$ cat src/rtl/instruction_fetch_unit.sv
// Instruction fetch unit: owns the PC, reads 16-bit words over a ready/valid
// handshake, and strobes them into the IR. Redirects during a fetch are deferred.
module instruction_fetch_unit #(
    parameter logic [15:0] RESET_PC = 16'h0000,
    parameter logic [15:0] PC_STEP  = 16'd2,
    parameter int          TIMEOUT  = 15
) (
    input  logic        CLK,
    input  logic        Reset,
    input  logic        fetch_req,
    input  logic        pc_load,
    input  logic [15:0] pc_target,
    output logic [15:0] mem_addr,
    output logic        mem_rd,
    input  logic [15:0] mem_data,
    input  logic        mem_ready,
    output logic [15:0] Instruction,
    output logic        ir_enable,
    output logic [4:0]  opcode_early,
    output logic [15:0] PC,
    output logic        busy,
    output logic        fetch_err
);

    typedef enum logic [1:0] {IDLE, WAIT, DONE} state_t;

    localparam logic [7:0] TO_LIM = 8'(TIMEOUT);

    state_t      state;
    logic [7:0]  wait_cnt;
    logic        pend_vld;
    logic [15:0] pend_pc;
    logic [15:0] eff_pc;

    // A same-edge redirect applies to the fetch being launched.
    assign eff_pc       = pc_load ? pc_target : PC;
    assign opcode_early = Instruction[15:11];

    always_ff @(posedge CLK) begin
        if (Reset) begin
            state       <= IDLE;
            PC          <= RESET_PC;
            mem_addr    <= RESET_PC;
            mem_rd      <= 1'b0;
            Instruction <= 16'h0000;
            ir_enable   <= 1'b0;
            busy        <= 1'b0;
            fetch_err   <= 1'b0;
            pend_vld    <= 1'b0;
            pend_pc     <= 16'h0000;
            wait_cnt    <= 8'd0;
        end else begin
            case (state)
                IDLE: begin
                    if (pc_load) PC <= pc_target;
                    if (fetch_req) begin
                        mem_addr <= eff_pc;
                        mem_rd   <= 1'b1;
                        wait_cnt <= 8'd0;
                        busy     <= 1'b1;
                        state    <= WAIT;
                    end
                end
                WAIT: begin
                    if (mem_ready) begin
                        Instruction <= mem_data;
                        ir_enable   <= 1'b1;
                        mem_rd      <= 1'b0;
                        pend_vld    <= 1'b0;
                        if (pc_load)       PC <= pc_target;
                        else if (pend_vld) PC <= pend_pc;
                        else               PC <= PC + PC_STEP;
                        state <= DONE;
                    end else begin
                        if (pc_load) begin
                            pend_vld <= 1'b1;
                            pend_pc  <= pc_target;
                        end
                        wait_cnt <= wait_cnt + 8'd1;
                        // Abort leaves PC, IR and any pending redirect intact.
                        if (wait_cnt + 8'd1 == TO_LIM) begin
                            mem_rd    <= 1'b0;
                            fetch_err <= 1'b1;
                            busy      <= 1'b0;
                            state     <= IDLE;
                        end
                    end
                end
                DONE: begin
                    ir_enable <= 1'b0;
                    if (pc_load) PC <= pc_target;
                    if (fetch_req) begin
                        mem_addr <= eff_pc;
                        mem_rd   <= 1'b1;
                        wait_cnt <= 8'd0;
                        state    <= WAIT;
                    end else begin
                        busy  <= 1'b0;
                        state <= IDLE;
                    end
                end
                default: begin
                    state <= IDLE;
                    busy  <= 1'b0;
                    mem_rd <= 1'b0;
                end
            endcase
        end
    end

endmodule

$ cat config.mk
export PLATFORM = sky130hd
export DESIGN_NAME = instruction_fetch_unit
export DESIGN_NICKNAME = d
export VERILOG_FILES = /design/src/rtl/instruction_fetch_unit.sv
export SDC_FILE = /design/constraint.sdc
export NUM_CORES = 1
export LEC_CHECK = 0
export CORE_ASPECT_RATIO = 1.2
export CORE_MARGIN = 5
export CORE_UTILIZATION = 53
export CTS_CLUSTER_DIAMETER = 30
export DETAILED_ROUTE_END_ITERATION = 16
export GPL_ROUTABILITY_DRIVEN = 0
export GPL_TIMING_DRIVEN = 0
export PLACE_DENSITY = 0.85
export REMOVE_ABC_BUFFERS = 1
export SLEW_MARGIN = 25
export SYNTH_ARGS = -nofsm -noshare
export SYNTH_HDL_FRONTEND = slang
export SYNTH_SLANG_ARGS = --single-unit
$ cat constraint.sdc
create_clock -name CLK -period 4.35 [get_ports CLK]
set_clock_uncertainty 0.2 [all_clocks]
set_input_delay 1.0875 -clock CLK [delete_from_list [all_inputs] [get_ports CLK]]
set_output_delay 1.0875 -clock CLK [all_outputs]
set_load 0.02 [all_outputs]
==> flow_metrics.py, run 1 <==
metrics = {
    "status": {
        "outcome": "complete, no violations",
    },
    "setup_path": {
        "crit_fanout": 23,
        "critPathTopFamily": "compound AO/OA/AOI/OAI gates",
        "start_kind": "primary input",
        "worst-path-buf-inv": 1,
        "critical_path_class": "primary input to register",
        "crit_slowest_cell": "and3b_1",
        "r2r_slack_ps": 1410,
        "critPathMaxStageDelay_ps": 830,
        "end_kind": "register",
        "worstRegToRegCells": 5,
        "crit_chain": "clkdlybuf4s50_1 > and3b_1 > a21oi_1 > a22o_1 > a211o_1",
        "reg2reg_from": "state[0]",
        "reg2reg_to": "pend_pc[15]",
        "cp.arrival_ps": 3420,
        "critical_path_required_ps": 4390,
    },
    "floorplan": {
        "die_area_sq_mm": 0.00890,
        "row_count": 33,
        "die_h_um": 102,
        "core-area_sq_mm": 0.00690,
        "io_pins": 94,
        "fp.dieW_um": 86.9,
        "start_util_pct": 54.6,
    },
    "timing": {
        "slew_violations": 0,
        "fmax_mhz": 296,
        "min_period_ps": 3380,
        "rsz0062_at_grt": "false",
        "hold_violations": 0,
        "setup_viol": 0,
        "fin_crit_sh_pct": 77.7,
        "worst_pin_slew_ps": 951,
        "relSlewSlack_pct": 36.6,
        "whs_ps": 256,
    },
    "layout": {
        "final_nets": 589,
        "layout_common_cells": "97 x nand2_1, 91 x clkdlybuf4s50_1, 79 x dfxtp_1",
        "diodes": 0,
        "final_layout_size_suffix_gt1_share_pct": 4.88,
        "fin_area_sq_mm": 0.00488,
        "fin_cells": 640,
        "layout_commonest_cell": "nand2_1",
        "area_growth_pct": 29.7,
        "finish.utilization_pct": 70.8,
    },
    "worst_hold_path": {
        "holdPathStages": 2,
        "hold_end": "pend_pc[7]",
        "min_path_type": "register to register",
        "worstHoldStart": "pend_pc[7]",
    },
    "power_and_ir_drop": {
        "leakage_uw": 0.00177,
        "switchingPower_uw": 478,
        "power_frac_seq_pct": 46.9,
        "power.density_mw_per_mm2": 352,
        "power_frac_comb_pct": 17.8,
        "p_sw_share_pct": 27.9,
        "vdd_drop_max_uv": 252,
        "p_total_uw": 1720,
        "clkPwrFrac_pct": 35.3,
        "internal-power_uw": 1240,
    },
    "clock_tree": {
        "cts_buffer_depth": 2,
        "clockRootBuffer": "clkbuf_8",
        "h-tree-depth": 3,
        "cts_sinks": 79,
        "ctsHoldBuffers": 0,
        "cts.reportedPaths.clkPinSlew_ps": 80,
        "postCtsSetupBuffers": 0,
        "clock_latency_ps": 340,
        "numCtsBuffers": 9,
        "cts_tree": "yes",
        "post_cts_resized": 0,
    },
    "synth": {
        "synth_edf_count": 0,
        "ys_warn_count": 0,
        "synth_seq_area_share_pct": 42.0,
        "synth_area_leaders": "dfxtp_1 42%, nand2_1 9.7%, a21oi_1 7.6%, nor2_1 4.7%, mux2i_1 3.7%",
        "synth_top_cell_by_area": "dfxtp_1",
        "yosysUniqueCellTypes": 52,
        "avgSynthCellArea_sq_um": 7.81,
        "synth_top_area_share_pct": 42.0,
        "async_flop_share_pct": 0,
        "synth_ff_type": "dfxtp_1",
        "ys_ff_latch": 79,
        "syn_area_sq_mm": 0.00376,
        "syn_inst": 482,
    },
    "global_routing": {
        "grt_pass1_wl_mm": 17.1,
        "grt_usage_pct": 23.9,
        "overflow": 0,
        "antenna_found_initial": 0,
        "grt_pass1_vias": 3678,
        "grt_max_degree": 54,
    },
    "run": {
        "drv_cap": 0,
    },
    "routing": {
        "dr.pass1.iters": 5,
        "wirelength_mm": 10.4,
        "first_iter_violations": 209,
        "vias_per_cell": 5.94,
        "num_vias": 3801,
        "antenna_left": 0,
        "post_drt_wl_per_cell_um": 16.3,
        "drc": 0,
    },
    "place": {
        "place_area_sq_mm": 0.00466,
        "post-dp-hpwl_mm": 6.98,
        "placed_cells_incl_taps": 625,
        "portBuffers": 93,
    },
}
-- layout make-up --
type	count	area [sq um]
Inverter	8	30.0
Fill cell	553	2010
Multi-Input combinational cell	355	1970
Clock inverter	5	81.3
Sequential cell	79	1580
Tap cell	87	109
Clock buffer	10	138
Timing Repair Buffer	96	978
-- stage by stage --
stage / setup TNS, ps / setup WS (ps)
after floorplan: 0 / 1410
after global placement: -12730 / -1530
after detailed placement: 0 / 627
after CTS: 0 / 976
after global routing: 0 / 814
final: 0 / 970
-- tightest hold or removal path: stages, from the launching register on --
cell	delay, ps
dfxtp_1	310
nand2_1	50
a21oi_1	50
-- layer usage --
layer	share of wire [%]	vias up	wire, um	global-route usage, %
met5	0	-	0	0
met4	2.5	0	260	10.3
met3	8.9	23	927	4.44
met2	49	180	5060	41.3
met1	40	1775	4160	28.8
li1	-	1823	-	-
-- cell usage after synthesis (5+ instances only) --
library cell	number
buf_2	13
nor2_1	47
a211oi_1	12
a21oi_1	57
inv_1	6
a311oi_1	6
nand3_1	10
dfxtp_1	79
nor2b_1	5
buf_4	7
clkbuf_1	18
o21ai_0	23
nand4_1	6
nand2_1	97
mux2i_1	14
xor2_1	6
nor3_1	12
-- logic make-up (layout without fill, tap and decap cells) --
group	count (synthesis)	in the layout	synth area share, %
AOI/OAI and AO/OA	132	132	21.9
DFF	79	79	42.0
and+or+nand+nor	197	197	23.2
xor gates and xnor gates	9	9	2.09
adders and majority gates	3	3	0.997
muxes	14	14	3.72
buffers and inverters	48	119	6.11
-- power by group through the flow --
stage          Combinational (uW)  Sequential (uW)  Clock, uW
3_5_place_dp                  303              820          0
5_1_grt                       328              812        648
4_1_cts                       305              803        613
3_3_place_gp                  293              818          0
2_1_floorplan                 107              852          0
6_report                      305              805        607
-- sequential cells by signal, summed over array words and instances (netlist names) --
signal and count:
fetch_err 1, pend_vld 1, pend_pc 16, mem_rd 1, Instruction 16, wait_cnt 8
ir_enable 1, mem_addr 16, PC 16, state 2, busy 1
-- worst max path at each step --
stage	to	from	slack, ps	depth (start not counted)
after floorplan	busy	fetch_req	1410	5
after global placement	PC[11]	Reset	-1530	6
after detailed placement	PC[11]	mem_ready	630	5
after CTS	PC[11]	mem_ready	980	5
after global routing	PC[11]	mem_ready	810	5
final	PC[11]	mem_ready	970	5
Note: power is estimated with default switching activity, not from simulation.
==> inputs of run 2 (changes only) <==
Settings changed: CORE_UTILIZATION 53 to 45, PLACE_DENSITY 0.85 to 0.77.
Clock period 4.35 ns to 2.88 ns, I/O delays scaled along.
==> run 2 against run 1 <==
Against the previous run:
- first-iteration DRC count increased by 12%
- cell count increased by 4.7%
- clock power increased by 54%
- wire length decreased by 0.37%
- core utilization decreased by 10 points
- non-clock buffer count increased by 2
- sequential power increased by 50%
- register-to-register slack got worse by 1200 ps
- global-route usage decreased by 4.0 points
- flip-flop and latch count unchanged
- via count decreased by 2.4%
- power increased by 52%
- largest cell class unchanged
- largest power group unchanged
==> flow_metrics.py, run 2 (synthesis gave the netlist of run 1 again) <==
metrics = {
    "place": {
        "portBuffers": 93,
        "post-dp-hpwl_mm": 7.05,
        "dp_slack_ps": -444,
    },
    "timing": {
        "slew_violations": 0,
        "rsz0062_at_grt": "false",
        "hold_violations": 0,
        "fmax_mhz": 373,
        "worst_pin_slew_ps": 698,
        "final.setup.tns_ps": 0,
        "relSlewSlack_pct": 53.4,
        "layout_setup_ws_ps": 196,
        "whs_ps": 256,
        "min_period_ps": 2680,
        "setup_viol": 0,
        "fin_crit_sh_pct": 93.2,
    },
    "clock_tree": {
        "h-tree-depth": 3,
        "cts_buffer_depth": 2,
        "cts.reportedPaths.clkPinSlew_ps": 80,
        "cts_tree": "yes",
        "ctsHoldBuffers": 0,
        "clockRootBuffer": "clkbuf_8",
        "numCtsBuffers": 9,
        "cts_sinks": 79,
        "clock_latency_ps": 350,
    },
    "routing": {
        "num_vias": 3710,
        "wirelength_mm": 10.4,
        "dr.pass1.iters": 4,
        "first_iter_violations": 235,
        "vias_per_cell": 5.54,
        "drc": 0,
        "antenna_left": 0,
        "post_drt_wl_per_cell_um": 15.5,
    },
    "floorplan": {
        "core-area_sq_mm": 0.00815,
        "row_count": 36,
        "io_pins": 94,
        "die_h_um": 110,
        "fp.dieW_um": 93.5,
        "die_area_sq_mm": 0.0103,
        "start_util_pct": 46.2,
    },
    "setup_path": {
        "worstRegToRegCells": 5,
        "critPathMaxStageDelay_ps": 770,
        "start_kind": "register",
        "r2r_slack_ps": 200,
        "crit_fanout": 17,
        "crit_slowest_cell": "dfxtp_1",
        "critical_path_required_ps": 2900,
        "critPathLaunch": "state[0]",
        "endpoint": "pend_pc[14]",
        "crit_chain": "inv_2 > nor3_4 > nand2_1 > nand2_1 > a21oi_1",
        "cp.arrival_ps": 2700,
        "reg2reg_from": "state[0]",
        "end_kind": "register",
        "reg2reg_to": "pend_pc[14]",
        "cp_common_cell": "nand2_1",
        "critical_path_class": "register to register",
    },
    "status": {
        "outcome": "complete, no violations",
    },
    "layout": {
        "final_layout_size_suffix_gt1_share_pct": 5.58,
        "layout_commonest_cell": "nand2_1",
        "finish.utilization_pct": 60.8,
        "area_growth_pct": 31.7,
        "final_nets": 591,
        "layout_common_cells": "97 x nand2_1, 91 x clkdlybuf4s50_1, 79 x dfxtp_1",
        "diodes": 0,
    },
    "global_routing": {
        "grt_usage_pct": 19.9,
        "grt_pass1_wl_mm": 16.4,
        "grt_pass1_vias": 3487,
        "overflow": 0,
        "grt_max_degree": 41,
        "antenna_found_initial": 0,
    },
    "power_and_ir_drop": {
        "leakage_uw": 0.00179,
        "power.density_mw_per_mm2": 527,
        "vdd_drop_max_uv": 247,
    },
    "worst_hold_path": {
        "min_path_type": "register to register",
    },
    "run": {
        "drv_cap": 0,
    },
}
run 2: changes by cell type in the layout (fill, tap and decap cells not counted), sizes merged:
cell      previous run  this run
buf                  5         7
clkinv               2         4
clkinvlp             1         0
run 2: final cells by class:
class                      count  area (sq um)
fill                         718          3200
multi-input combinational    355          1970
sequential                    79          1580
timing repair buffer          98          1000
tap                          114           143
clock buffer                  10           138
clock inverter                 6          91.3
inverter                       8          30.0
run 2: how the worst min path moves through the flow:
stage,from,to,slack (ps),cells after the start
2_1_floorplan,pend_pc[0],pend_pc[0],230,2
3_3_place_gp,pend_pc[8],pend_pc[8],240,2
3_5_place_dp,pend_pc[0],pend_pc[0],250,2
4_1_cts,pend_pc[0],pend_pc[0],260,2
5_1_grt,Instruction[1],Instruction[1],280,2
6_report,Instruction[4],Instruction[4],260,2
run 2: metal layers:
layer / routed length [um] / track usage, % / up-vias
met4: 234 / 11.2 / 0
met1: 4350 / 24.1 / 1703
met2: 5120 / 33.5 / 150
li1: - / - / 1833
met3: 660 / 3.39 / 24
met5: 0 / 0 / -
run 2: metrics by stage:
step           total power, uW  area, sq um  cells
3_3_place_gp              1680         4640    649
5_1_grt                   2730         4960    670
4_1_cts                   2630         4940    668
2_1_floorplan             1450         3560    442
6_report                  2610         4960    670
3_5_place_dp              1700         4710    652
run 2: power by group:
part / switching, uW / internal (uW) / total, uW
Combinational: 247 / 216 / 463
Clock: 417 / 516 / 933
Sequential: 66.2 / 1150 / 1210
run 2: critical path, delay by kind of cell (launching register included):
| kind | cells | cell delay, ps |
|---|---|---|
| simple gates | 3 | 1220 |
| flops | 1 | 770 |
| buf+inv | 1 | 280 |
| compound gates | 1 | 80 |
run 2: repair_timing:
item                       4_1_cts  5_1_grt
gates resized for setup          1        1
setup endpoints to repair        2       17
buffers inserted                 0        2
